$ cat src/rtl/fetch_ctrl_pkg.sv
// fetch_ctrl_pkg
//   Shared definitions for the instruction-fetch sequencer: default address
//   width, reset fetch address, PC increment and the FSM state encoding.
package fetch_ctrl_pkg;

   localparam int          XLEN_DEF     = 32;
   localparam logic [31:0] RESET_PC_DEF = 32'h0000_0000;
   localparam int          PC_INC       = 4;

   // IDLE : no request outstanding
   // WAIT : request outstanding, response will be captured
   // DROP : request outstanding, response will be discarded (redirected)
   typedef enum logic [1:0] {
      IDLE = 2'd0,
      WAIT = 2'd1,
      DROP = 2'd2
   } state_t;

endpackage

$ cat src/rtl/fetch_ctrl_if.sv
// fetch_ctrl_if
//   Instruction-memory req/ack port.
//   imem_req   : fetch request, held until imem_ack
//   imem_addr  : fetch address, stable while imem_req is high
//   imem_ack   : response valid, meaningful only while imem_req is high
//   imem_rdata : instruction word, valid with imem_ack
//   master = fetch sequencer side, slave = memory side.
interface fetch_ctrl_if
   import fetch_ctrl_pkg::*;
#(
   parameter int XLEN = XLEN_DEF
);

   logic            imem_req;
   logic [XLEN-1:0] imem_addr;
   logic            imem_ack;
   logic [XLEN-1:0] imem_rdata;

   modport master (
      output imem_req,
      output imem_addr,
      input  imem_ack,
      input  imem_rdata
   );

   modport slave (
      input  imem_req,
      input  imem_addr,
      output imem_ack,
      output imem_rdata
   );

endinterface

$ cat src/rtl/fetch_ctrl_buf.sv
// fetch_buf
//   Single-entry output buffer holding one fetched instruction for IF/ID.
//   clk, rst            : clock, synchronous active-low reset
//   load, load_pc,
//   load_instr          : capture a new entry
//   consume             : entry taken downstream this cycle
//   flush               : discard entry (redirect); wins over load/consume
//   valid, pc, instr    : buffered entry, straight from registers
module fetch_buf
   import fetch_ctrl_pkg::*;
#(
   parameter int XLEN = XLEN_DEF
) (
   input  logic            clk,
   input  logic            rst,
   input  logic            load,
   input  logic [XLEN-1:0] load_pc,
   input  logic [XLEN-1:0] load_instr,
   input  logic            consume,
   input  logic            flush,
   output logic            valid,
   output logic [XLEN-1:0] pc,
   output logic [XLEN-1:0] instr
);

   // NOTE: sequential state uses non-blocking assignments so every register
   // samples pre-edge values and simulation matches the synthesized flops.
   always_ff @(posedge clk) begin
      if (!rst) begin
         valid <= 1'b0;
         pc    <= '0;
         instr <= '0;
      end else begin
         if (flush)
            valid <= 1'b0;
         else if (load)
            valid <= 1'b1;
         else if (consume)
            valid <= 1'b0;

         if (load && !flush) begin
            pc    <= load_pc;
            instr <= load_instr;
         end
      end
   end

endmodule

$ cat src/rtl/fetch_ctrl.sv
// fetch_ctrl
//   Instruction-fetch sequencer. Owns the fetch PC, drives the imem req/ack
//   port, applies MEM-stage redirects (also while a fetch is in flight) and
//   buffers one instruction for the IF/ID register, honouring stall.
//   clk, rst        : clock, synchronous active-low reset
//   imem            : instruction-memory port (master side)
//   redirect_valid,
//   redirect_pc     : taken branch / jalr target from MEM
//   stall           : IF/ID cannot accept this cycle
//   fetch_valid,
//   fetch_pc,
//   fetch_instr     : buffered instruction, all registered
module fetch_ctrl
   import fetch_ctrl_pkg::*;
#(
   parameter int              XLEN     = XLEN_DEF,
   parameter logic [XLEN-1:0] RESET_PC = XLEN'(RESET_PC_DEF)
) (
   input  logic               clk,
   input  logic               rst,
   fetch_ctrl_if.master       imem,
   input  logic               redirect_valid,
   input  logic [XLEN-1:0]    redirect_pc,
   input  logic               stall,
   output logic               fetch_valid,
   output logic [XLEN-1:0]    fetch_pc,
   output logic [XLEN-1:0]    fetch_instr
);

   state_t          state_q, state_d;
   logic [XLEN-1:0] pc_q, pc_d;
   logic [XLEN-1:0] req_addr_q, req_addr_d;
   logic [XLEN-1:0] redirect_tgt;
   logic            buf_valid;
   logic            buf_load;
   logic            launch;
   logic            consume;

   // Instructions are word aligned: low two target bits are dropped.
   assign redirect_tgt = redirect_pc & ~XLEN'(3);

   // Launch only when the buffer is (or is about to become) empty, so a
   // returning ack always finds room in the buffer.
   assign launch  = (state_q == IDLE) && !redirect_valid && (!buf_valid || !stall);
   assign consume = buf_valid && !stall;

   // NOTE: every combinational output gets a default first so no path
   // through the case statement leaves it unassigned (no inferred latch).
   always_comb begin
      state_d    = state_q;
      pc_d       = pc_q;
      req_addr_d = req_addr_q;
      buf_load   = 1'b0;

      case (state_q)
         IDLE: begin
            if (launch) begin
               state_d    = WAIT;
               req_addr_d = pc_q;
            end
         end
         WAIT: begin
            if (imem.imem_ack) begin
               state_d = IDLE;
               if (!redirect_valid) begin
                  buf_load = 1'b1;
                  pc_d     = pc_q + XLEN'(PC_INC);
               end
            end else if (redirect_valid) begin
               // Request address stays put; the response is thrown away later.
               state_d = DROP;
            end
         end
         DROP: begin
            if (imem.imem_ack)
               state_d = IDLE;
         end
         default: state_d = IDLE;
      endcase

      // Redirect wins over sequential advance in every state; last one wins.
      if (redirect_valid)
         pc_d = redirect_tgt;
   end

   always_ff @(posedge clk) begin
      if (!rst) begin
         state_q    <= IDLE;
         pc_q       <= RESET_PC;
         req_addr_q <= RESET_PC;
      end else begin
         state_q    <= state_d;
         pc_q       <= pc_d;
         req_addr_q <= req_addr_d;
      end
   end

   assign imem.imem_req  = (state_q == WAIT) || (state_q == DROP);
   assign imem.imem_addr = req_addr_q;

   fetch_buf #(
      .XLEN (XLEN)
   ) u_buf (
      .clk        (clk),
      .rst        (rst),
      .load       (buf_load),
      .load_pc    (req_addr_q),
      .load_instr (imem.imem_rdata),
      .consume    (consume),
      .flush      (redirect_valid),
      .valid      (buf_valid),
      .pc         (fetch_pc),
      .instr      (fetch_instr)
   );

   assign fetch_valid = buf_valid;

endmodule

$ cat src/flat_wrapper.sv
// flat-port wrapper written by rule: the top's interface ports become plain ports
module fetch_ctrl_flat import fetch_ctrl_pkg::*;
#(
   parameter int              XLEN     = XLEN_DEF,
   parameter logic [XLEN-1:0] RESET_PC = XLEN'(RESET_PC_DEF)
)
  (clk, rst, redirect_valid, redirect_pc, stall, fetch_valid, fetch_pc, fetch_instr, imem_imem_req, imem_imem_addr, imem_imem_ack, imem_imem_rdata);
  fetch_ctrl_if #(.XLEN(XLEN)) imem_i ();
  input  logic clk;
  input  logic rst;
  input  logic redirect_valid;
  input  logic [XLEN-1:0] redirect_pc;
  input  logic stall;
  output logic fetch_valid;
  output logic [XLEN-1:0] fetch_pc;
  output logic [XLEN-1:0] fetch_instr;
  output wire logic [$bits(imem_i.imem_req)-1:0] imem_imem_req;
  output wire logic [$bits(imem_i.imem_addr)-1:0] imem_imem_addr;
  input wire logic [$bits(imem_i.imem_ack)-1:0] imem_imem_ack;
  input wire logic [$bits(imem_i.imem_rdata)-1:0] imem_imem_rdata;
  assign imem_imem_req = imem_i.imem_req;
  assign imem_imem_addr = imem_i.imem_addr;
  assign imem_i.imem_ack = imem_imem_ack;
  assign imem_i.imem_rdata = imem_imem_rdata;
  fetch_ctrl #(.XLEN(XLEN), .RESET_PC(RESET_PC)) u_core (.clk(clk), .rst(rst), .imem(imem_i), .redirect_valid(redirect_valid), .redirect_pc(redirect_pc), .stall(stall), .fetch_valid(fetch_valid), .fetch_pc(fetch_pc), .fetch_instr(fetch_instr));
endmodule
$ cat config.mk
export PLATFORM = sky130hd
export DESIGN_NAME = fetch_ctrl_flat
export DESIGN_NICKNAME = d
export VERILOG_FILES = /design/src/rtl/fetch_ctrl_pkg.sv /design/src/rtl/fetch_ctrl_if.sv /design/src/rtl/fetch_ctrl_buf.sv /design/src/rtl/fetch_ctrl.sv /design/src/flat_wrapper.sv
export SDC_FILE = /design/constraint.sdc
export NUM_CORES = 1
export LEC_CHECK = 0
export BUFFER_PORTS_ARGS = -buffer_cell sky130_fd_sc_hd__buf_4
export CAP_MARGIN = 20
export CORE_ASPECT_RATIO = 2
export CORE_MARGIN = 1.5
export CORE_UTILIZATION = 40
export CTS_BUF_LIST = sky130_fd_sc_hd__clkbuf_4
export DETAILED_ROUTE_END_ITERATION = 10
export MAX_ROUTING_LAYER = met4
export PLACE_DENSITY = 0.7
export SETUP_SLACK_MARGIN = 0.3
export SYNTH_ARGS = -nofsm -noshare
export SYNTH_HDL_FRONTEND = slang
export SYNTH_SLANG_ARGS = --single-unit
$ cat constraint.sdc
create_clock -name clk -period 2.5 [get_ports clk]
set_clock_uncertainty 0.15 [all_clocks]
set_input_delay 0.125 -clock clk [delete_from_list [all_inputs] [get_ports clk]]
set_output_delay 0.125 -clock clk [all_outputs]
set_load 0.005 [all_outputs]
After elaboration in Yosys (flattened, before gate mapping) --
Index checks and enable logic that the tools add are counted.
Word-level totals: bits in registers 131, input bits 69, output and inout bits 98, logic and storage cells 45
Cells by class: add/sub/neg operators 1, eq/ne operators 5, muxes and demuxes 13, bitwise gates (word level) 1, reductions and logical operators 18
Operators with widths (count):
- 32-bit two-way mux | 3
- 32-bit by 3-bit adder with 32-bit output (second input constant) | 1
- 2-bit two-way mux | 4
- 2-bit case mux with 3 select lines | 1
- 2-bit AND reduction | 3
- 2-bit nonzero test | 3
- 1-bit two-way mux | 5
- 1-bit logical AND | 4
- 1-bit zero test | 3
- 3-bit inequality test (second input constant) | 1
- 3-bit AND reduction | 1
- 2-bit by 1-bit equality test with 1-bit output (second input constant) | 1
- 2-bit equality test (second input constant) | 1
- 2-bit zero test | 1
- 1-bit logical OR | 2
- 2-bit by 1-bit inequality test with 1-bit output (second input constant) | 1
- 2-bit inequality test (second input constant) | 1
- 2-bit OR reduction | 1
- 1-bit inverter | 1

Logic depth before layout (Yosys ltp) --
depth in word-level cells 5, depth in mapped cells 8, depth with buffers taken out 6

Modules after synthesis --
A second synthesis with hierarchy kept.
Second synthesis, totals: cells, all modules 664, area, all modules 5686.7 um2
Modules (own cells, without submodules):
- fetch_ctrl | instances 1, cells an instance 382, area an instance 3016.6 um2, seq. area each 1241.2 um2
- fetch_buf | instances 1, cells an instance 282, area an instance 2670.1 um2, seq. area each 1301.2 um2

Worst setup path before layout --
Ideal clock, no wire load.
path kind register to register, start register u_core.state_q[1], end register u_core.pc_q[26], data arrival time 1.967 ns, slack 0.309 ns, stages on the path, launching flop included 8, path buffers 1, path through dfxtp_1 -> inv_1 -> ha_1 -> buf_2 -> nand3_1 -> or4_4 -> or4_1 -> a31oi_1
Between the ends: longest elaborated chain between the ends 3
Ends and longest elaborated chain:
- start: declaration | RTL line fetch_ctrl.sv:30 | state_t state_q, state_d;
- start signal: assignment | RTL line fetch_ctrl.sv:92 | state_q <= state_d;
- 2-bit by 1-bit equality test with 1-bit output | RTL line fetch_ctrl.sv:55 | case (state_q)
- 2-bit nonzero test (no source line)
- 2-bit AND reduction (no source line)
- end signal: assignment | RTL line fetch_ctrl.sv:93 | pc_q <= pc_d;
- end: declaration | RTL line fetch_ctrl.sv:31 | logic [XLEN-1:0] pc_q, pc_d;
No other way between the ends. A chain may end at the register's enable or synchronous reset.

Worst setup path in the final report --
start register u_core.state_q[1], end register u_core.pc_q[27]
Same word-level chain as after synthesis.

==> flow_summary.toml <==
[outcome]
status = "finished, final reports clean"

[sta]
setup_violations = 0
tightest_slew_ps = 506
fmax_ghz = 0.459
fin_crit_ps = 2180
finalSetupTns_ps = 0
slew_headroom_pct = 66.3
fin_crit_sh_pct = 87.1
rsz0062_at_grt = "yes"
hold_violations = 0
timing_max_transition_violations_final = 0

[routing]
wl_per_cell_um = 14.5
drt-pass1-iter-count = 5
drc = 0
drtAntennaViolNets = 0
first_iter_violations = 229
via_per_inst = 5.10
num_vias = 5316
wl_mm = 15.1

[yosys]
synth_seq_area_share_pct = 49.0
synth_area_um2 = 5100
synthCells = 644
synth_area_per_cell_um2 = 7.92
synth_warnings = 0
synth-seq-cells = 125
yosysUniqueCellTypes = 43

[clock_network]
cts-root-buf = "clkbuf_4"
clkSinkCount = 125
clkSlewWorstSetupHoldPaths_ps = 110
cts_buffers = 17
cts_buffer_depth = 2
cts-htree-levels = 4
clk_latency_ps = 520
cts_tree = "built"

[die]
coreArea_um2 = 12500
std_cell_rows = 58
start_util_pct = 40.9
ios = 167
die_area_um2 = 13500
fp.dieH_um = 163
die_w_um = 82.9

[critical_path]
r2r_slack_ps = 320
reg2reg_to = "u_core.pc_q[27]$_SDFFE_PN0P_"
cp.required_ps = 2790
crit_path_end_kind = "flip-flop"
crit_type = "reg -> reg"
rr_worst_depth = 6
rr_startpoint = "u_core.state_q[1]$_SDFFE_PN0P_"
start_kind = "flip-flop"
worst-path-max-fanout = 6
critical_path_arrival_ps = 2460

[global_routing]
antenna_found_initial = 1
grt_pass1_wl_mm = 23.5
grt_max_degree = 49
overflow = 0
gr-usage-all-layers_pct = 22.1
grt_pass1_vias = 5107

[min_path]
min_path_type = "in -> reg"
hold_end = "u_core.state_q[1]$_SDFFE_PN0P_"
hold_depth = 5
hold_start = "stall"

[cells_and_area]
nFillCells = 1130
finalNetCount = 953
final_util_pct = 61.5
area_delta_synth_final_pct = 50.4
drive_gt1_share_pct = 26.5

[power_and_ir_drop]
power_density_nw_per_um2 = 544
ir_worst_vdd_mv = 0.370
p_leak_nw = 3.00

[job]
drv_cap = 0

[placed_design]
dpl.hpwl_mm = 10.1
portBuffers = 160
gp_congestion = 0.852
worst max-delay path by stage:
stage,from,to
floorplan,u_core.state_q[1]$_SDFFE_PN0P_,u_core.pc_q[26]$_SDFFE_PN0P_
global placement,u_core.state_q[1]$_SDFFE_PN0P_,u_core.pc_q[27]$_SDFFE_PN0P_
detailed placement,u_core.state_q[1]$_SDFFE_PN0P_,u_core.pc_q[28]$_SDFFE_PN0P_
CTS,u_core.pc_q[2]$_SDFFE_PN0P_,u_core.pc_q[28]$_SDFFE_PN0P_
global route,u_core.state_q[1]$_SDFFE_PN0P_,u_core.pc_q[27]$_SDFFE_PN0P_
finish,u_core.state_q[1]$_SDFFE_PN0P_,u_core.pc_q[27]$_SDFFE_PN0P_
metrics by stage:
| stage | total power [W] | cells | area (um^2) | worst slack, ps | hold WS (ps) |
|---|---|---|---|---|---|
| 6_report | 0.00418 | 1043 | 7670 | 324 | 120 |
| 5_1_grt | 0.00439 | 1043 | 7670 | 221 | 135 |
| 4_1_cts | 0.00422 | 1039 | 7620 | 290 | 51.6 |
| 2_1_floorplan | 0.00246 | 647 | 5110 | 309 | 111 |
| 3_3_place_gp | 0.00271 | 922 | 6460 | 302 | 218 |
| 3_5_place_dp | 0.00273 | 922 | 6460 | 243 | 235 |
synthesized netlist by cell type (all sizes together):
cell    instances  share of area [%]
a211oi          7                1.0
a21boi          1               0.15
a21oi         103                 10
a311o           2               0.39
a311oi          4               0.69
a31oi          10                1.2
and2            1               0.12
and3            6               0.76
and4            7                1.2
buf            13                1.7
clkbuf         39                2.9
conb            1              0.073
dfxtp         125                 49
ha              5                1.2
inv             5               0.37
mux2i           1               0.20
nand2         199                 15
nand2b          3               0.37
nand3          16                1.6
nand4          12                1.9
nand4b          1               0.17
nor2           11               0.81
nor2b           2               0.25
nor3            3               0.29
nor3b           1               0.15
nor4            5               0.61
o2111a          2               0.44
o21ai          29                2.8
o31ai           4               0.59
or3             6               0.74
or3b            1               0.17
or4             7                1.2
or4b            1               0.20
xnor2           2               0.34
xor2            9                1.5
placed cells by master, fill, tap and decap left out, types with 5 or more instances in the layout:
| cell | n |
|---|---|
| nor2_1 | 10 |
| or3_1 | 6 |
| nand2_1 | 199 |
| a211oi_1 | 7 |
| clkbuf_4 | 21 |
| xor2_1 | 9 |
| and4_1 | 6 |
| a31oi_1 | 10 |
| dfxtp_1 | 116 |
| o21ai_0 | 29 |
| nand4_1 | 10 |
| buf_4 | 175 |
| dlygate4sd3_1 | 85 |
| a21oi_1 | 103 |
| nand3_1 | 13 |
| dfxtp_2 | 7 |
| and3_1 | 5 |
logic make-up (layout without fill, tap and decap cells):
| kind of cell | Yosys count | count (layout) | synth area share, % |
|---|---|---|---|
| other | 1 | 5 | 0.0735 |
| XOR/XNOR | 11 | 11 | 1.89 |
| adder cells (fa/ha/maj) | 5 | 5 | 1.23 |
| multiplexers | 1 | 1 | 0.196 |
| flip-flops | 125 | 125 | 49.0 |
| AND/OR/NAND/NOR | 282 | 283 | 25.2 |
| buffers and inverters | 57 | 301 | 4.98 |
| AO/OA/AOI/OAI | 162 | 162 | 17.5 |
critical path, cell delays in order, from the launching register on:
cell	delay (ps)
dfxtp_2	350
inv_2	80
ha_4	160
nand4_1	160
or4_4	510
or4_1	510
a31oi_1	160
layout make-up:
cell class | count | area [um^2] | area share, %
tap | 150 | 188 | 2.45
clock buffer | 21 | 158 | 2.05
sequential | 125 | 2520 | 32.8
antenna | 1 | 2.50 | 0.0326
inverter | 5 | 21.3 | 0.277
multi-input combinational | 466 | 2420 | 31.6
timing repair buffer | 264 | 2240 | 29.2
clock inverter | 11 | 120 | 1.57
sequential cells by signal, indices dropped and copies added (netlist names):
name                   count
u_core.u_buf.instr        32
u_core.u_buf.valid         1
u_core.state_q             2
u_core.imem.imem_addr     30
u_core.u_buf.pc           30
u_core.pc_q               30
timing repair:
| action | CTS | global route |
|---|---|---|
| gates resized for setup | 12 | 9 |
| pin swaps | 2 | 3 |
| endpoints found under the hold margin | 75 | 0 |
| gates cloned | 0 | 1 |
| setup buffers | 0 | 2 |
| endpoints found under the setup margin | 6 | 7 |
| hold buffers | 85 | 0 |
power by group:
| part | leakage (nW) | switching [W] | internal (W) |
|---|---|---|---|
| logic | 1.84 | 0.000299 | 0.000343 |
| registers | 1.02 | 0.0000905 | 0.00208 |
| clock network | 0.142 | 0.000734 | 0.000632 |
metal layers:
metal | vias to the layer above | part of all wire (%) | global-route usage [%]
met4 | 0 | 3.2 | 10.5
met1 | 2457 | 38 | 22.6
li1 | 2677 | - | -
met5 | - | 0 | -
met2 | 154 | 55 | 39.8
met3 | 28 | 4.0 | 4.56
Power figures use the tool's default switching activity.
